**src/rtl/axi_lite_reg_slave.sv**
```systemverilog
// AXI4-Lite register bank: NUM_REGS byte-strobed registers, independent write/read FSMs, flat reg_q export.
// Define AXI_REG_SLAVE_ERR_RESP_EN to answer out-of-range accesses with SLVERR instead of OKAY.
module axi_lite_reg_slave #(
   parameter int DATA_WIDTH = 32,
   parameter int ADDR_WIDTH = 8,
   parameter int RESP_WIDTH = 3,
   parameter int NUM_REGS   = 8
) (
   input  logic                           s_axi_aclk,
   input  logic                           s_axi_areset,
   input  logic [ADDR_WIDTH-1:0]          s_axi_awaddr,
   input  logic                           s_axi_awvalid,
   output logic                           s_axi_awready,
   input  logic [DATA_WIDTH-1:0]          s_axi_wdata,
   input  logic [DATA_WIDTH/8:0]          s_axi_wstrb,
   input  logic                           s_axi_wvalid,
   output logic                           s_axi_wready,
   output logic [RESP_WIDTH-1:0]          s_axi_bresp,
   output logic                           s_axi_bvalid,
   input  logic                           s_axi_bready,
   input  logic [ADDR_WIDTH-1:0]          s_axi_araddr,
   input  logic                           s_axi_arvalid,
   output logic                           s_axi_arready,
   output logic [DATA_WIDTH-1:0]          s_axi_rdata,
   output logic [RESP_WIDTH-1:0]          s_axi_rresp,
   output logic                           s_axi_rvalid,
   input  logic                           s_axi_rready,
   output logic [NUM_REGS*DATA_WIDTH-1:0] reg_q
);
   // state  | meaning
   // W_IDLE | collecting AW and W halves in any order
   // W_RESP | write committed, bvalid held until bready
   // R_IDLE | arready high, waiting for AR
   // R_DATA | rvalid held with captured rdata/rresp until rready
   localparam int STRB_W = DATA_WIDTH/8;
   localparam int IDX_W  = ADDR_WIDTH-2;
   localparam int SEL_W  = (NUM_REGS > 1) ? $clog2(NUM_REGS) : 1;
   localparam logic [RESP_WIDTH-1:0] RESP_OKAY = '0;
`ifdef AXI_REG_SLAVE_ERR_RESP_EN
   localparam logic [RESP_WIDTH-1:0] RESP_OOR = RESP_WIDTH'(2);
`else
   localparam logic [RESP_WIDTH-1:0] RESP_OOR = '0;
`endif

   typedef enum logic {W_IDLE, W_RESP} w_state_t;
   typedef enum logic {R_IDLE, R_DATA} r_state_t;

   w_state_t                 w_state, w_state_nxt;
   r_state_t                 r_state, r_state_nxt;
   logic [NUM_REGS-1:0][DATA_WIDTH-1:0] regs;
   logic                     aw_got, aw_got_nxt, w_got, w_got_nxt;
   logic [IDX_W-1:0]         aw_idx_q, aw_idx_nxt;
   logic [DATA_WIDTH-1:0]    wdata_q, wdata_nxt;
   logic [STRB_W-1:0]        wstrb_q, wstrb_nxt;
   logic                     awready_nxt, wready_nxt, arready_nxt;
   logic [RESP_WIDTH-1:0]    bresp_nxt, rresp_nxt;
   logic [DATA_WIDTH-1:0]    rdata_nxt;
   logic                     commit;
   logic                     aw_hs, w_hs, ar_hs;
   logic [IDX_W-1:0]         ar_idx;
   logic                     unused_bits;

   function automatic logic in_range(input logic [IDX_W-1:0] idx);
      return {1'b0, idx} < (IDX_W+1)'(NUM_REGS);
   endfunction

   assign aw_hs  = s_axi_awvalid && s_axi_awready;
   assign w_hs   = s_axi_wvalid && s_axi_wready;
   assign ar_hs  = s_axi_arvalid && s_axi_arready;
   assign ar_idx = s_axi_araddr[ADDR_WIDTH-1:2];
   assign s_axi_bvalid = (w_state == W_RESP);
   assign s_axi_rvalid = (r_state == R_DATA);
   assign reg_q        = regs;
   // strobe MSB and the byte-offset address bits carry no meaning here
   assign unused_bits  = ^{s_axi_wstrb[STRB_W], s_axi_awaddr[1:0], s_axi_araddr[1:0]};

   always_comb begin
      w_state_nxt = w_state;
      aw_got_nxt  = aw_got;
      w_got_nxt   = w_got;
      aw_idx_nxt  = aw_idx_q;
      wdata_nxt   = wdata_q;
      wstrb_nxt   = wstrb_q;
      awready_nxt = 1'b0;
      wready_nxt  = 1'b0;
      bresp_nxt   = s_axi_bresp;
      commit      = 1'b0;
      case (w_state)
         W_IDLE: begin
            if (aw_hs) begin
               aw_got_nxt = 1'b1;
               aw_idx_nxt = s_axi_awaddr[ADDR_WIDTH-1:2];
            end
            if (w_hs) begin
               w_got_nxt = 1'b1;
               wdata_nxt = s_axi_wdata;
               wstrb_nxt = s_axi_wstrb[STRB_W-1:0];
            end
            if (aw_got_nxt && w_got_nxt) begin
               commit      = 1'b1;
               aw_got_nxt  = 1'b0;
               w_got_nxt   = 1'b0;
               w_state_nxt = W_RESP;
               bresp_nxt   = in_range(aw_idx_nxt) ? RESP_OKAY : RESP_OOR;
            end else begin
               awready_nxt = !aw_got_nxt;
               wready_nxt  = !w_got_nxt;
            end
         end
         W_RESP: if (s_axi_bready) w_state_nxt = W_IDLE;
         default: w_state_nxt = W_IDLE;
      endcase
   end

   always_comb begin
      r_state_nxt = r_state;
      arready_nxt = s_axi_arready;
      rdata_nxt   = s_axi_rdata;
      rresp_nxt   = s_axi_rresp;
      case (r_state)
         R_IDLE: begin
            arready_nxt = 1'b1;
            if (ar_hs) begin
               arready_nxt = 1'b0;
               r_state_nxt = R_DATA;
               rdata_nxt   = in_range(ar_idx) ? regs[ar_idx[SEL_W-1:0]] : '0;
               rresp_nxt   = in_range(ar_idx) ? RESP_OKAY : RESP_OOR;
            end
         end
         R_DATA: begin
            if (s_axi_rready) begin
               r_state_nxt = R_IDLE;
               arready_nxt = 1'b1;
            end
         end
         default: r_state_nxt = R_IDLE;
      endcase
   end

   always_ff @(posedge s_axi_aclk or posedge s_axi_areset) begin
      if (s_axi_areset) begin
         w_state       <= W_IDLE;
         r_state       <= R_IDLE;
         aw_got        <= 1'b0;
         w_got         <= 1'b0;
         aw_idx_q      <= '0;
         wdata_q       <= '0;
         wstrb_q       <= '0;
         s_axi_awready <= 1'b0;
         s_axi_wready  <= 1'b0;
         s_axi_arready <= 1'b0;
         s_axi_bresp   <= '0;
         s_axi_rresp   <= '0;
         s_axi_rdata   <= '0;
      end else begin
         w_state       <= w_state_nxt;
         r_state       <= r_state_nxt;
         aw_got        <= aw_got_nxt;
         w_got         <= w_got_nxt;
         aw_idx_q      <= aw_idx_nxt;
         wdata_q       <= wdata_nxt;
         wstrb_q       <= wstrb_nxt;
         s_axi_awready <= awready_nxt;
         s_axi_wready  <= wready_nxt;
         s_axi_arready <= arready_nxt;
         s_axi_bresp   <= bresp_nxt;
         s_axi_rresp   <= rresp_nxt;
         s_axi_rdata   <= rdata_nxt;
      end
   end

   // reads sample regs combinationally, so a same-edge read sees the pre-commit value
   always_ff @(posedge s_axi_aclk or posedge s_axi_areset) begin
      if (s_axi_areset) begin
         regs <= '0;
      end else if (commit && in_range(aw_idx_nxt)) begin
         for (int b = 0; b < STRB_W; b++) begin
            if (wstrb_nxt[b]) regs[aw_idx_nxt[SEL_W-1:0]][b*8 +: 8] <= wdata_nxt[b*8 +: 8];
         end
      end
   end
endmodule

```
**config.mk**
```make
export PLATFORM = sky130hd
export DESIGN_NAME = axi_lite_reg_slave
export DESIGN_NICKNAME = d
export VERILOG_FILES = /design/src/rtl/axi_lite_reg_slave.sv
export SDC_FILE = /design/constraint.sdc
export NUM_CORES = 1
export LEC_CHECK = 0
export CAP_MARGIN = 20
export CELL_PAD_IN_SITES_DETAIL_PLACEMENT = 1
export CELL_PAD_IN_SITES_GLOBAL_PLACEMENT = 2
export CORE_ASPECT_RATIO = 2
export CORE_MARGIN = 4
export CORE_UTILIZATION = 35
export DETAILED_ROUTE_END_ITERATION = 12
export GPL_ROUTABILITY_DRIVEN = 0
export HOLD_SLACK_MARGIN = 0.15
export PLACE_DENSITY = 0.88
export SYNTH_ARGS = -nofsm -noshare
export SYNTH_HDL_FRONTEND = slang
export SYNTH_SLANG_ARGS = --single-unit
```
**constraint.sdc**
```tcl
create_clock -name s_axi_aclk -period 15.4 [get_ports s_axi_aclk]
set_input_delay 3.08 -clock s_axi_aclk [delete_from_list [all_inputs] [get_ports s_axi_aclk]]
set_output_delay 3.08 -clock s_axi_aclk [all_outputs]
set_load 0.02 [all_outputs]
```
## Word level (Yosys, flattened, before mapping)

Cells that the tools add are included.

- Add/subtract/negate cells: 0
- Multiply operators: 0
- Divide/modulo/power cells: 0
- Order comparisons: 5
- Equal/unequal tests: 1
- Shifts and indexed selects: 0
- Muxes and demuxes: 48
- Bitwise operators: 2
- Reductions and logical operators: 9

Operators by type and width:

| cell | number |
|---|---|
| $mux 256 | 7 |
| $bwmux 256 | 4 |
| $demux 32 s3 | 4 |
| $mux 32 | 5 |
| $bmux 32 s3 | 1 |
| $mux 24 | 1 |
| $mux 1 | 17 |
| $mux 16 | 1 |
| $lt 6x4->1 const B | 2 |
| $mux 6 | 2 |
| $lt 3x4->1 const B | 2 |
| $mux 4 | 2 |
| $mux 8 | 1 |
| $logic_and 1x1->1 | 6 |
| $pmux 1 s2 | 3 |
| $ge 3x1->1 const B | 1 |
| $logic_not 1->1 | 2 |
| $ne 2x2->1 const B | 1 |
| $not 1->1 | 2 |
| $reduce_and 2->1 | 1 |

- Register bits: 337
- Bits in latches: 0
- RAM bits: 0
- ROM bits: 0
- Output and inout port bits: 299
- Logic and storage cells: 84
- Memories: 0

## Depth between registers and ports, before layout

- Word-level depth: 18
- Depth in mapped cells: 6

## Least setup slack after synthesis

OpenSTA, ideal clock, no wires.

- Path type: input port to flip-flop
- Start point: input s_axi_wvalid
- End point: register regs, in the netlist reg_q[10]
- Library setup time: 0.125 ns
- Arrival time: 4.754 ns
- Slack: 10.521 ns
- Stages on the path: 6
- Path through: a21oi_1 -> or3_1 -> buf_2 -> buf_4 -> nor4_4 -> mux2_2

- Word-level cells in the longest chain between the ends: 13

RTL lines:

| item | RTL line | source |
|---|---|---|
| start, declared | 16 | `input logic s_axi_wvalid,` |
| $logic_and 1x1->1 * | 68 | `assign w_hs = s_axi_wvalid && s_axi_wready;` |
| $mux 4 | 94 | `if (w_hs) begin` |
| $mux 4 | 88 | `case (w_state)` |
| $mux 256 | 178 | `if (wstrb_nxt[b]) regs[aw_idx_nxt[SEL_W-1:0]][b*8 +: 8] <= wdata_nxt[b*8 +: 8];` |
| $mux 256 | 176 | `end else if (commit && in_range(aw_idx_nxt)) begin` |
| $bwmux 256 | 178 |  |
| $mux 256 | 178 |  |
| $mux 256 | 176 |  |
| $bwmux 256 | 178 |  |
| $mux 256 | 178 |  |
| $mux 256 | 176 |  |
| $bwmux 256 | 178 |  |
| $mux 256 | 178 |  |
| end signal, assigned by index | 178 |  |
| end, declared | 50 | `logic [NUM_REGS-1:0][DATA_WIDTH-1:0] regs;` |

Mark *: on every way between the ends. The rest lies on a longest branch, timed or not. The select of a mux whose other input is x is not followed.
A chain may end at the register's enable or synchronous reset.

## Final worst setup path

- Start point: input s_axi_wvalid
- End point: register regs, in the netlist reg_q[95]

Same word-level chain as after synthesis.

==> flow_metrics.tcl <==
set metrics [dict create \
    reg2reg_slack_ns 11.99 \
    avgSynthCellArea_um2 16.3 \
    drt_pass1_iterations 4 \
    wl_per_cell_um 27.5 \
    viasPerCell 5.28 \
    yosys-top-cells-area "dfrtp_1, mux2_2, mux4_2" \
    stdcell_count 1844 \
    finalHoldViolCount 0 \
    cts_tree "built" \
    tightest_slew_ns 1.12 \
    worstHoldPathType "register to register" \
    rsz0062_at_grt "no" \
    maxCapViolations 0 \
    critPathCaptureType "register" \
    synth-edff-count 0 \
    numCtsBuffers 31 \
    placementRows 107 \
    clk_latency_ns 0.57 \
    syn_inst 928 \
    worstReg2RegStart "s_axi_bvalid" \
    clk_path_buf_depth 3 \
    power_density_nw_per_um2 173 \
    clock_sinks 337 \
    wirelength_um 50800 \
    setup_viol 0 \
    dpl.cell_count 1784 \
    design.core.area_um2 42700 \
    status "finished clean" \
    netlist.area_leader.share 0.557 \
    dp_hpwl_um 34800 \
    cp.arrival_ns 6.29 \
    first_global_vias 11000 \
    fp.dieArea_um2 46900 \
    tns_ns 0 \
    fmax_mhz 171 \
    final_antenna_net_count 0 \
    path_clk_slew_ns 0.07 \
    setup_ws_ns 9.57 \
    first_iter_violations 297 \
    antenna_found_initial 4 \
    postLayoutCellArea_um2 20200 \
    root_buffer "clkbuf_16" \
    numPortBuffers 347 \
    min_to "s_axi_rdata[22]" \
    yosysSeqAreaShare 0.557 \
    grt_pass1_wl_um 75300 \
    grtUsageTotal 0.215 \
    place_ws_ns 8.91 \
    htree_num_levels 1 \
    layout.nets 1336 \
    grt_max_degree 157 \
    ys_ff_latch 337 \
    postCtsHoldBufs 0 \
    period_needed_ns 5.83 \
    syn2layout_area_growth_pct 33.1 \
    finalMaxSlewViolations 0 \
    yosys.area.top_type "dfrtp_1" \
    reg2reg_to "reg_q[95]" \
    synth_common_cells "dfrtp_1, mux2_2, mux4_2, mux2i_1" \
    synth_cell_types 28 \
    p_leak_uw 0.00886 \
    hp-start "s_axi_rdata[22]" \
    yosysWarnings 0 \
    placed_area_um2 19100 \
    worstPathRequired_ns 15.85 \
    finClkSkew_ns 0.0118 \
    die_w_um 155 \
    path_max_fanout 32 \
    slew_headroom 0.250 \
    die_y_um 302 \
    synthArstFlopShare 1.00 \
    synthFlopType "dfrtp_1" \
    synth_most_common_cell "dfrtp_1" \
    overflow 0 \
    vias 9728 \
    reg2reg_depth 6 \
    worstSetupPathType "input pin to register" \
    route.detailed.drc 0 \
    layout-drive-gt1-share 0.355 \
    initial_core_util 0.355 \
    syn_area_um2 15100 \
    whs_path_depth 2 \
    peakVddDrop_v 0.000109 \
    finalCritPeriodShare 0.379 \
    pin_count 359 \
    cts.repair.resized 0 \
    post_cts_buffers 0 \
    start_kind "input pin" \
]
## state kept, by name, indices dropped and copies added (netlist names), 4 cells and up
signal and cells:
reg_q 256, s_axi_rdata 32, wdata_q 32, aw_idx_q 6, wstrb_q 4
## critical path, stage by stage
cell and delay (ns):
clkdlybuf4s50_1 0.43, nand3b_1 0.35, buf_4 0.69, mux2i_2 0.26, buf_8 0.22, nor4_4 0.81
mux2_2 0.42
## area by class of cell
cell class,instances,area [µm²]
fillers,4218,22500
flip-flops and latches,337,8430
multi-input cells,540,6460
repair buffers,358,3590
clock buffers,49,923
well taps,545,682
inverters,8,37.5
clock inverters,4,23.8
diodes,3,7.51
## layout by cell type, fill, tap and decap left out, types with 2 or more instances in the layout
cell | Yosys | final
o21ai_0 | 33 | 33
clkbuf_16 | 0 | 31
buf_4 | 12 | 9
nor2_1 | 2 | 2
mux2i_2 | 3 | 2
nand2_1 | 33 | 33
nor3_1 | 4 | 4
nand3b_1 | 8 | 8
mux4_2 | 64 | 64
clkinv_2 | 0 | 3
mux2_2 | 298 | 298
mux2i_4 | 2 | 3
mux2i_1 | 36 | 36
dfrtp_1 | 337 | 337
nand3_1 | 2 | 2
inv_1 | 8 | 7
and2_1 | 2 | 2
clkdlybuf4s50_1 | 0 | 344
clkbuf_1 | 16 | 10
nor4_4 | 32 | 32
clkbuf_8 | 0 | 8
nor3b_1 | 6 | 6
conb_1 | 1 | 6
diode_2 | 0 | 3
a21oi_1 | 4 | 4
## metrics by stage
step                 util  power [µW]  hold WS [ns]
floorplan               -        2110         0.480
global placement    0.448        2710         0.461
detailed placement  0.448        2760         0.475
CTS                 0.470        3520         0.491
global route        0.472        3660         0.520
finish              0.472        3480         0.481
## cell families after synthesis
group,count (synthesis),share of synthesized area
mux,403,0.346
buf+inv,56,0.0184
other cells,1,0.000248
simple gates,93,0.0654
compound gates,38,0.0127
flops,337,0.557
## power breakdown
group / switching [µW] / internal [µW] / leakage, µW / total [µW]
Clock: 334 / 407 / 0.000467 / 741
Sequential: 192 / 1130 / 0.00458 / 1330
Combinational: 769 / 648 / 0.00381 / 1420
## layer usage
| layer | routed length [µm] | global-route usage |
|---|---|---|
| met1 | 17900 | 0.235 |
| met2 | 28800 | 0.412 |
| met3 | 2150 | 0.0351 |
| met4 | 1850 | 0.0754 |
| met5 | 7 | 0 |
## worst max-delay path by stage
stage	start	to	slack (ns)	depth (start not counted)
global placement	s_axi_wvalid	reg_q[61]	8.94	6
CTS	s_axi_wvalid	reg_q[95]	9.50	6
detailed placement	s_axi_wvalid	reg_q[95]	8.91	6
global route	s_axi_wvalid	reg_q[94]	9.46	7
floorplan	s_axi_areset	aw_got	2.98	1
finish	s_axi_wvalid	reg_q[95]	9.57	7
Power figures use the tool's default switching activity.
